--- config.mk ---
export PLATFORM = sky130hd
export DESIGN_NAME = uart_rx_fifo_flat
export DESIGN_NICKNAME = d
export VERILOG_FILES = /design/src/rtl/uart_rx_fifo_pkg.sv /design/src/rtl/uart_rx_fifo_if.sv /design/src/rtl/uart_fifo_mem.sv /design/src/rtl/uart_rx_fifo.sv /design/src/flat_wrapper.sv
export SDC_FILE = /design/constraint.sdc
export NUM_CORES = 1
export LEC_CHECK = 0
export CAP_MARGIN = 20
export CORE_MARGIN = 2
export CORE_UTILIZATION = 46
export CTS_CLUSTER_SIZE = 8
export DETAILED_ROUTE_END_ITERATION = 10
export DONT_BUFFER_PORTS = 1
export PLACE_DENSITY_LB_ADDON = 0.08
export SYNTH_ARGS = -nofsm -noshare
export SYNTH_HDL_FRONTEND = slang
export SYNTH_SLANG_ARGS = --single-unit
--- constraint.sdc ---
create_clock -name clk_i -period 3 [get_ports clk_i]
set_input_delay 0.15 -clock clk_i [delete_from_list [all_inputs] [get_ports clk_i]]
set_output_delay 0.15 -clock clk_i [all_outputs]
set_load 0.02 [all_outputs]
--- src/rtl/uart_rx_fifo_pkg.sv ---
`default_nettype none
// ============================================================================
// Module      : uart_rx_fifo_pkg
// Description : Shared constants for the UART receive/transmit FIFOs: default
//               character and address widths, plus the drain FSM encodings.
// Revision    : 1.0 - initial release
// ============================================================================
package uart_rx_fifo_pkg;

    // Default character width (matches uart_core rx_data) and FIFO address width
    localparam int C_DATA_W = 8;
    localparam int C_ADDR_W = 4;

    // Drain FSM state type and encodings
    typedef logic [0:0] drain_state_t;

    localparam logic [0:0] C_ST_IDLE = 1'b0;
    localparam logic [0:0] C_ST_ACK  = 1'b1;

endpackage
`default_nettype wire

--- src/rtl/uart_rx_fifo_if.sv ---
`default_nettype none
// ============================================================================
// Module      : uart_rx_fifo_if
// Description : Bundles the core-side RX handshake, the register-file
//               valid/ready read port and the status/control signals of the
//               receive FIFO.
//   slave  : the FIFO itself (consumes control, produces data/status)
//   master : the surrounding logic (core + register file)
// Revision    : 1.0 - initial release
// ============================================================================
interface uart_rx_fifo_if
    import uart_rx_fifo_pkg::*;
#(
    parameter int DATA_W = C_DATA_W,
    parameter int ADDR_W = C_ADDR_W
) ();

    logic              rst_soft;      // soft reset from SOFTRESET
    logic              en;            // drain enable from RXEN
    logic              core_rx_ready; // core holds a received byte
    logic [DATA_W-1:0] core_rx_data;  // byte from the core
    logic              core_read_en;  // acknowledge pulse to the core
    logic [DATA_W-1:0] rdata;         // head-of-FIFO byte (0 when empty)
    logic              rvalid;        // FIFO not empty
    logic              rready;        // consumer pop request
    logic [ADDR_W:0]   level;         // occupancy 0..2**ADDR_W
    logic [ADDR_W:0]   thresh_level;  // level threshold, 0 disables
    logic              thresh;        // level >= thresh_level
    logic              overrun;       // sticky dropped-byte flag
    logic              clr_overrun;   // clears overrun

    modport slave (
        input  rst_soft, en, core_rx_ready, core_rx_data, rready,
               thresh_level, clr_overrun,
        output core_read_en, rdata, rvalid, level, thresh, overrun
    );

    modport master (
        output rst_soft, en, core_rx_ready, core_rx_data, rready,
               thresh_level, clr_overrun,
        input  core_read_en, rdata, rvalid, level, thresh, overrun
    );

endinterface
`default_nettype wire

--- src/rtl/uart_fifo_mem.sv ---
`default_nettype none
// ============================================================================
// Module      : uart_fifo_mem
// Description : Simple dual-port register array, 2**ADDR_W x DATA_W.
//               Synchronous write, asynchronous read (first-word-fall-through).
// Ports       : clk     - system clock
//               wr_en   - write strobe
//               wr_addr - write address
//               wr_data - write data
//               rd_addr - read address
//               rd_data - combinational read data
// Revision    : 1.0 - initial release
// ============================================================================
module uart_fifo_mem #(
    parameter int DATA_W = 8,
    parameter int ADDR_W = 4
) (
    input  wire logic              clk,
    input  wire logic              wr_en,
    input  wire logic [ADDR_W-1:0] wr_addr,
    input  wire logic [DATA_W-1:0] wr_data,
    input  wire logic [ADDR_W-1:0] rd_addr,
    output logic      [DATA_W-1:0] rd_data
);

    localparam int C_DEPTH = 1 << ADDR_W;

    // Storage is not reset: empty entries are never presented downstream
    logic [DATA_W-1:0] r_mem [C_DEPTH];

    always_ff @(posedge clk) begin
        if (wr_en) begin
            r_mem[wr_addr] <= wr_data;
        end
    end

    assign rd_data = r_mem[rd_addr];

endmodule
`default_nettype wire

--- src/rtl/uart_rx_fifo.sv ---
`default_nettype none
// ============================================================================
// Module      : uart_rx_fifo
// Description : Receive-side buffer behind uart_core. A two-state drain FSM
//               acknowledges each received byte and pushes it into a FIFO;
//               the register file reads it through a valid/ready port.
// Ports       : clk_i - system clock
//               rst_i - synchronous active-high reset
//               bus   - uart_rx_fifo_if.slave (core handshake, read port,
//                       level/threshold/overrun status, soft reset, enable)
// Revision    : 1.0 - initial release
// ============================================================================
module uart_rx_fifo
    import uart_rx_fifo_pkg::*;
#(
    parameter int DATA_W = C_DATA_W,
    parameter int ADDR_W = C_ADDR_W
) (
    input  wire logic       clk_i,
    input  wire logic       rst_i,
    uart_rx_fifo_if.slave   bus
);

    localparam logic [ADDR_W:0] C_DEPTH = {1'b1, {ADDR_W{1'b0}}};

    drain_state_t      r_state;
    logic [ADDR_W-1:0] r_wptr;
    logic [ADDR_W-1:0] r_rptr;
    logic [ADDR_W:0]   r_level;
    logic              r_overrun;

    logic              w_rst;
    logic              w_empty;
    logic              w_full;
    logic              w_req;
    logic              w_pop;
    logic              w_push;
    logic              w_drop;
    logic [DATA_W-1:0] w_mem_rdata;

    assign w_rst   = rst_i | bus.rst_soft;
    assign w_empty = (r_level == '0);
    assign w_full  = (r_level == C_DEPTH);

    // Capture request; gated by reset so no acknowledge escapes in a reset cycle
    assign w_req  = !w_rst && (r_state == C_ST_IDLE) && bus.en && bus.core_rx_ready;
    assign w_pop  = !w_empty && bus.rready;
    // A simultaneous pop frees the slot, so a full FIFO can still accept
    assign w_push = w_req && (!w_full || w_pop);
    assign w_drop = w_req && w_full && !w_pop;

    always_ff @(posedge clk_i) begin
        if (w_rst) begin
            r_state   <= C_ST_IDLE;
            r_wptr    <= '0;
            r_rptr    <= '0;
            r_level   <= '0;
            r_overrun <= 1'b0;
        end else begin
            // ACK lasts one cycle so the core has time to drop rx_ready
            r_state <= w_req ? C_ST_ACK : C_ST_IDLE;

            if (w_push) begin
                r_wptr <= r_wptr + ADDR_W'(1);
            end
            if (w_pop) begin
                r_rptr <= r_rptr + ADDR_W'(1);
            end

            unique case ({w_push, w_pop})
                2'b10:   r_level <= r_level + (ADDR_W+1)'(1);
                2'b01:   r_level <= r_level - (ADDR_W+1)'(1);
                default: r_level <= r_level;
            endcase

            // A drop in the same cycle as a clear leaves the flag set
            if (w_drop) begin
                r_overrun <= 1'b1;
            end else if (bus.clr_overrun) begin
                r_overrun <= 1'b0;
            end
        end
    end

    uart_fifo_mem #(
        .DATA_W (DATA_W),
        .ADDR_W (ADDR_W)
    ) u_mem (
        .clk     (clk_i),
        .wr_en   (w_push),
        .wr_addr (r_wptr),
        .wr_data (bus.core_rx_data),
        .rd_addr (r_rptr),
        .rd_data (w_mem_rdata)
    );

    assign bus.core_read_en = w_req;
    assign bus.rvalid       = !w_empty;
    assign bus.rdata        = w_empty ? '0 : w_mem_rdata;
    assign bus.level        = r_level;
    assign bus.thresh       = (bus.thresh_level != '0) && (r_level >= bus.thresh_level);
    assign bus.overrun      = r_overrun;

endmodule
`default_nettype wire

--- src/flat_wrapper.sv ---
// flat-port wrapper written by rule: the top's interface ports become plain ports
module uart_rx_fifo_flat import uart_rx_fifo_pkg::*;
#(
    parameter int DATA_W = C_DATA_W,
    parameter int ADDR_W = C_ADDR_W
)
  (clk_i, rst_i, bus_rst_soft, bus_en, bus_core_rx_ready, bus_core_rx_data, bus_rready, bus_thresh_level, bus_clr_overrun, bus_core_read_en, bus_rdata, bus_rvalid, bus_level, bus_thresh, bus_overrun);
  uart_rx_fifo_if #(.DATA_W(DATA_W), .ADDR_W(ADDR_W)) bus_i ();
  input  wire logic clk_i;
  input  wire logic rst_i;
  input wire logic [$bits(bus_i.rst_soft)-1:0] bus_rst_soft;
  input wire logic [$bits(bus_i.en)-1:0] bus_en;
  input wire logic [$bits(bus_i.core_rx_ready)-1:0] bus_core_rx_ready;
  input wire logic [$bits(bus_i.core_rx_data)-1:0] bus_core_rx_data;
  input wire logic [$bits(bus_i.rready)-1:0] bus_rready;
  input wire logic [$bits(bus_i.thresh_level)-1:0] bus_thresh_level;
  input wire logic [$bits(bus_i.clr_overrun)-1:0] bus_clr_overrun;
  output wire logic [$bits(bus_i.core_read_en)-1:0] bus_core_read_en;
  output wire logic [$bits(bus_i.rdata)-1:0] bus_rdata;
  output wire logic [$bits(bus_i.rvalid)-1:0] bus_rvalid;
  output wire logic [$bits(bus_i.level)-1:0] bus_level;
  output wire logic [$bits(bus_i.thresh)-1:0] bus_thresh;
  output wire logic [$bits(bus_i.overrun)-1:0] bus_overrun;
  assign bus_i.rst_soft = bus_rst_soft;
  assign bus_i.en = bus_en;
  assign bus_i.core_rx_ready = bus_core_rx_ready;
  assign bus_i.core_rx_data = bus_core_rx_data;
  assign bus_i.rready = bus_rready;
  assign bus_i.thresh_level = bus_thresh_level;
  assign bus_i.clr_overrun = bus_clr_overrun;
  assign bus_core_read_en = bus_i.core_read_en;
  assign bus_rdata = bus_i.rdata;
  assign bus_rvalid = bus_i.rvalid;
  assign bus_level = bus_i.level;
  assign bus_thresh = bus_i.thresh;
  assign bus_overrun = bus_i.overrun;
  uart_rx_fifo #(.DATA_W(DATA_W), .ADDR_W(ADDR_W)) u_core (.clk_i(clk_i), .rst_i(rst_i), .bus(bus_i));
endmodule
==> metrics.cfg, run 1 <==
[min_path]
min_from = bus_rready
hold-path-cell-count = 3
min_path_type = in -> reg
whs_endpoint = u_core.r_rptr[1]$_SDFFE_PP0N_

[route]
firstDrtPassIters = 4
drtIter0Drc = 322
via_per_inst = 5.43
antenna_left = 0
vias = 2983
postRouteWirelength_mm = 11.7
wl_per_cell_um = 21.4
drc_errors = 0

[synth]
yosysWarnings = 0
yosys.area_share.simple_pct = 6.00
synth_top_family_by_area = multiplexers
synth_mux_area_share_pct = 14.6
synth.distinct_cells = 42
synth-edff-count = 128
synth_area_sq_um = 6020
synthXorXnorAreaFrac_pct = 1.16
async_flop_share_pct = 0
synthFlopType = edfxtp_1
ys_ff_latch = 147
synth-seq-area-share_pct = 70.1
synth_fp_nets = 373
synth.avg_cell_area_sq_um = 17.8
syn_inst = 339
synth-compound-area-share_pct = 2.87
synthAdderAreaFrac_pct = 3.03

[final_layout]
final_cell_mix = 128 x edfxtp_1, 32 x mux4_2, 18 x dfxtp_1
nets = 399
area_delta_synth_final_pct = 14.4
drive_gt1_share_pct = 21.8
antenna_cells = 0
final_common_cell = edfxtp_1

[clock_tree]
cts_made_buffers = 17
insertion_delay_ns = 0.42
htree_levels = 4
clock_sinks = 147
cts_tree = done
clk_pin_slew_ns = 0.05
clockBufferDepth = 2
post_cts_buffers = 0
clock-root-buffer = clkbuf_16

[setup_path]
crit_fanout = 7
critPathCaptureType = flip-flop
critPathLaunch = u_core.bus.level[0]$_SDFFE_PP0P_
cpMaxStageDelayCell = or4_4
rr_endpoint = u_core.bus.level[4]$_SDFFE_PP0P_
path_cells = or4_4 -> o21a_1 -> nand2_1 -> inv_1 -> ha_1 -> nor2b_1 -> o21a_1 -> o2111a_1 -> nor3_1 -> nor3b_2
crit_path_max_incr_delay_ns = 0.56
r2r-start = u_core.bus.level[0]$_SDFFE_PP0P_
crit_top_cell = o21a_1
r2r_slack_ns = 0.25
startpoint_type = flip-flop
arrival_ns = 3.06
critPathKind = reg -> reg
r2r_cells = 10
cp.required_ns = 3.31

[sta]
fmax_mhz = 363
rsz0062_at_grt = false
finalHoldViolCount = 0
tns_ns = 0
fin_crit_sh_pct = 91.7
worstMarginPinSlew_ns = 0.953
max_slew_margin_pct = 36.2
min_period_ns = 2.75
finalMaxSlewViolations = 0
fin_skew_ns = 0.00492
setup_viol = 0

[floorplanning]
die_y_um = 118
core.rowCount = 41
die_w_um = 118
core_sq_um = 12700
ios = 37
initial_utilization_pct = 47.4
die_area_sq_um = 14000

[outcome]
run_status = finished clean

[pwr]
p_per_area_nw_per_um2 = 593
leakage_nw = 2.18
vdd_ir_drop_max_v = 0.000399
power_mw = 4.09

[global_routing]
grt-ovfl-total = 0
grt_max_degree = 33
grt_pass1_vias = 3164
antenna_found_initial = 0
grtUsageTotal_pct = 18.2
grt_pass1_wl_mm = 18.4

[placement]
dp.final_hpwl_mm = 7.39
portBuffers = 0
globalplace.congestion = 0.784

[flow_run]
drv_cap = 0

## worst max path at each step
stage | end | slack [ns] | depth (start not counted)
floorplan | u_core.bus.level[4]$_SDFFE_PP0P_ | 0.31 | 10
global placement | u_core.bus.level[4]$_SDFFE_PP0P_ | 0.31 | 10
detailed placement | u_core.bus.level[4]$_SDFFE_PP0P_ | 0.23 | 10
CTS | u_core.bus.level[4]$_SDFFE_PP0P_ | 0.22 | 10
global route | u_core.bus.level[4]$_SDFFE_PP0P_ | 0.06 | 10
finish | u_core.bus.level[4]$_SDFFE_PP0P_ | 0.25 | 10
## power breakdown
part | internal [mW] | switching, mW | total [mW]
clock | 1.02 | 0.732 | 1.75
combinational | 0.0366 | 0.0671 | 0.104
sequential | 2.23 | 0.00345 | 2.23
total | 3.28 | 0.803 | 4.09
## what timing repair did
action / 4_1_cts / 5_1_grt
gates resized for setup: 0 / 1
hold buffers: 9 / 0
endpoints found under the setup margin: 0 / 1
hold endpoints to repair: 129 / 0
## flip-flops by register name, indices dropped and copies added, names as in the netlist, named ones only
signal / flops
u_core.r_state: 1
u_core.bus.overrun: 1
u_core.bus.level: 5
u_core.u_mem.r_mem: 128
u_core.r_wptr: 4
u_core.r_rptr: 4
## final cells by class
type / instances / area [sq um]
clock buffer: 20 / 437
inverter: 16 / 60.1
fill: 1058 / 5830
timing repair buffer: 23 / 208
clock inverter: 11 / 46.3
sequential: 147 / 4230
tap: 172 / 215
multi-input combinational: 160 / 1700
## layer usage
layer | track usage, % | part of all wire [%] | vias to the layer above
met5 | 0 | 0 | -
met2 | 29.7 | 51 | 77
met1 | 22.8 | 42 | 1505
li1 | - | - | 1391
met3 | 6.23 | 5.0 | 10
met4 | 6.47 | 1.4 | 0
## cells by family (layout without fill, tap and decap cells)
logic type | Yosys count | count (layout)
xor+xnor | 8 | 8
flops | 147 | 147
fa+ha+maj | 14 | 14
buf+inv | 32 | 70
compound gates | 28 | 28
mux | 48 | 48
simple gates | 62 | 62
## cells in the mapped netlist, types with 3 or more instances
| cell | number | area (sq um) |
|---|---|---|
| nor4_1 | 5 | 31.3 |
| ha_1 | 13 | 163 |
| nor3_1 | 7 | 35.0 |
| edfxtp_1 | 128 | 3840 |
| dfxtp_1 | 19 | 380 |
| buf_2 | 4 | 20.0 |
| nor2_1 | 12 | 45.0 |
| clkbuf_1 | 9 | 33.8 |
| o22ai_1 | 9 | 56.3 |
| mux2i_1 | 16 | 160 |
| mux4_2 | 32 | 721 |
| o21ai_0 | 4 | 20.0 |
| nor3b_2 | 3 | 37.5 |
| xnor2_1 | 6 | 52.6 |
| a21oi_1 | 8 | 40.0 |
| nand3_1 | 4 | 20.0 |
| and2_1 | 8 | 50.1 |
| inv_1 | 15 | 56.3 |
| nand2_1 | 8 | 30.0 |
## through the flow
step                hold WS, ns  area (sq um)  worst slack, ns  cells  utilization, %
CTS                      0.0716          6880            0.218    549            54.1
global route              0.107          6890           0.0570    549            54.2
detailed placement        0.249          6310            0.233    509            49.6
global placement          0.250          6310            0.314    509            49.6
finish                   0.0836          6890            0.249    549            54.2
floorplan                 0.249          6020            0.307    339               -
## worst max-delay path, delay by kind of cell, from the launching register on
family                     cells  cell delay, ns
AOI/OAI and AO/OA              3            0.69
adders and majority gates      1            0.34
buffers and inverters          1            0.16
DFF                            1            0.31
and+or+nand+nor                5            1.14
Power figures use the tool's default switching activity.
==> inputs of run 2 (changes only) <==
- CORE_ASPECT_RATIO: not set -> 1.1
- CORE_MARGIN: 2 -> not set
- SLEW_MARGIN: not set -> 40
==> metrics.cfg, run 2 (synthesis gave the netlist of run 1 again) <==
[outcome]
run_status = finished with violations
violations = design-rule violations

[final_layout]
final_cell_mix = 128 x edfxtp_1, 32 x mux4_2, 18 x dfxtp_1
largest_reg_flops = 128  ; unchanged
post-route-util_pct = 54.8  ; +0.64 points
nets = 397  ; -0.50%
antenna_cells = 0  ; unchanged
area_delta_synth_final_pct = 15.5
final_common_cell = edfxtp_1
fill_cells = 997  ; -5.8%
drive_gt1_share_pct = 23.7  ; +1.9 points
largest_register = u_core.u_mem.r_mem
fin_cells = 533  ; -2.9%

[setup_path]
startpoint_type = flip-flop
arrival_ns = 2.99  ; -0.07 ns
critPathKind = reg -> reg
rr_endpoint = u_core.bus.level[4]$_SDFFE_PP0P_
critPathCaptureType = flip-flop
r2r_slack_ns = 0.30  ; +0.05 ns
r2r_cells = 10  ; unchanged
cp.required_ns = 3.29  ; -0.02 ns
r2r-start = u_core.bus.level[0]$_SDFFE_PP0P_
crit_fanout = 7  ; unchanged

[pwr]
p_per_area_nw_per_um2 = 629  ; +6.1%
sw_frac_of_total_pct = 18.4  ; -1.2 points
clkPwrFrac_pct = 46.7  ; +3.8 points
combPwrFrac_pct = 2.4  ; about the same
switchingPower_mw = 0.807  ; +0.56%
leakage_nw = 2.21  ; +1.5%
power_mw = 4.38  ; +7.2%
power.internal_mw = 3.57  ; +8.8%
vdd_ir_drop_max_v = 0.000353  ; -12%
seq_power_share_pct = 50.9  ; -3.7 points

[min_path]
hold-path-cell-count = 3  ; unchanged
min_path_type = in -> reg
min_from = bus_rready

[route]
wl_per_cell_um = 22.6  ; +5.8%
drc_errors = 6  ; +6
drtIter0Drc = 252  ; -22%
antenna_left = 0  ; unchanged
firstDrtPassIters = 8  ; +4
vias = 3002  ; +0.64%
via_per_inst = 5.63  ; +3.7%
postRouteWirelength_mm = 12.0  ; +2.7%

[placement]
portBuffers = 0  ; unchanged
globalplace.congestion = 0.735  ; -6.2%
dp.final_hpwl_mm = 7.37  ; -0.27%
placedCellCount = 492  ; -3.3%

[global_routing]
grtUsageTotal_pct = 19.5  ; +1.3 points
antenna_found_initial = 0  ; unchanged
grt_max_degree = 33  ; unchanged
grt_pass1_vias = 3100  ; -2.0%
grt_pass1_wl_mm = 18.5  ; +0.45%
grt-ovfl-total = 0  ; unchanged

[sta]
finalMaxSlewViolations = 0  ; unchanged
fin_crit_sh_pct = 90.0  ; -1.7 points
max_slew_margin_pct = 56.5  ; +20 points
worstMarginPinSlew_ns = 0.663  ; -0.290 ns
finalHoldViolCount = 0  ; unchanged
rsz0062_at_grt = false
fmax_mhz = 370  ; +1.8%
min_period_ns = 2.70  ; -0.0499 ns
tns_ns = 0  ; unchanged
setup_viol = 0  ; unchanged
fin_skew_ns = 0.00845  ; +0.00353 ns

[floorplanning]
die_area_sq_um = 13600  ; -3.3%
die_w_um = 111  ; -6.2%
die_y_um = 122  ; +3.0%
initial_utilization_pct = 47.4  ; +0.093 points
ios = 37  ; unchanged
core.rowCount = 43  ; +4.9%
core_sq_um = 12700  ; -0.20%

[clock_tree]
htree_levels = 4  ; unchanged
insertion_delay_ns = 0.41  ; about the same
clock_sinks = 147  ; unchanged
cts_made_buffers = 17  ; unchanged
post_cts_buffers = 0  ; unchanged
clock-root-buffer = clkbuf_16
cts_tree = done
clk_pin_slew_ns = 0.05  ; about the same
clockBufferDepth = 2  ; unchanged

[flow_run]
drv_cap = 0  ; unchanged

[run 2: changes by cell type in the layout (fill, tap and decap cells not counted), moves of 2 or more]
cell	previous run	this run
buf_4	13	11
bufinv_16	0	2
clkbuf_1	3	6
clkbuf_8	0	4
clkinv_1	7	0
nor2_1	12	8
nor2_2	0	4
[run 2: how the worst max path moves through the flow]
stage                                                start                          endpoint  slack (ns)  depth (start not counted)
final                     u_core.bus.level[0]$_SDFFE_PP0P_  u_core.bus.level[4]$_SDFFE_PP0P_        0.30                         10
after global placement    u_core.bus.level[0]$_SDFFE_PP0P_  u_core.bus.level[4]$_SDFFE_PP0P_        0.30                         10
after detailed placement  u_core.bus.level[0]$_SDFFE_PP0P_  u_core.bus.level[4]$_SDFFE_PP0P_        0.23                         10
after floorplan           u_core.bus.level[0]$_SDFFE_PP0P_  u_core.bus.level[4]$_SDFFE_PP0P_        0.31                         10
after global routing      u_core.bus.level[0]$_SDFFE_PP0P_  u_core.bus.level[4]$_SDFFE_PP0P_        0.07                         10
after CTS                 u_core.bus.level[0]$_SDFFE_PP0P_  u_core.bus.level[4]$_SDFFE_PP0P_        0.22                         10
[run 2: worst max-delay path, stage by stage (launching register included)]
cell and delay, ns:
dfxtp_1 0.31, or4_4 0.57, o21a_1 0.27, nand2_2 0.14, inv_1 0.13, ha_1 0.33
nor2b_1 0.14, o21a_1 0.18, nor4_1 0.25, o21ai_1 0.11, nor3b_2 0.17
[run 2: power by group through the flow]
stage	Combinational [mW]	Sequential (mW)	Clock (mW)
global route	0.116	2.23	2.17
finish	0.105	2.23	2.05
detailed placement	0.0751	2.27	0
CTS	0.106	2.23	2.08
floorplan	0.0563	2.27	0
global placement	0.0739	2.27	0
[run 2: timing repair]
action / in CTS / in global routing
endpoints found under the hold margin: 129 / 0
gates resized for setup: 0 / 1
hold buffers: 9 / 0
endpoints found under the setup margin: 0 / 1
[run 2: layer usage]
metal / track usage [%] / up-vias / share of wire [%]
met5: 0 / - / 0
met4: 9.54 / 0 / 2.5
met3: 5.37 / 15 / 6.2
met2: 31.1 / 81 / 50
met1: 25.1 / 1521 / 42
li1: - / 1385 / -
[run 2: cell type report]
class / instances / area (sq um) / share of cell area, %
Tap cell: 157 / 196 / 2.82
Clock inverter: 5 / 75.1 / 1.08
Inverter: 16 / 60.1 / 0.863
Sequential cell: 147 / 4230 / 60.7
Clock buffer: 27 / 503 / 7.23
Timing Repair Buffer: 21 / 193 / 2.77
Multi-Input combinational cell: 160 / 1710 / 24.5
[run 2: stage by stage]
| stage | hold WS (ns) | instance area, sq um | setup slack, ns |
|---|---|---|---|
| 6_report | 0.113 | 6960 | 0.299 |
| 3_5_place_dp | 0.249 | 6280 | 0.229 |
| 4_1_cts | 0.0854 | 6950 | 0.221 |
| 2_1_floorplan | 0.249 | 6020 | 0.307 |
| 5_1_grt | 0.144 | 6960 | 0.0670 |
| 3_3_place_gp | 0.250 | 6280 | 0.303 |
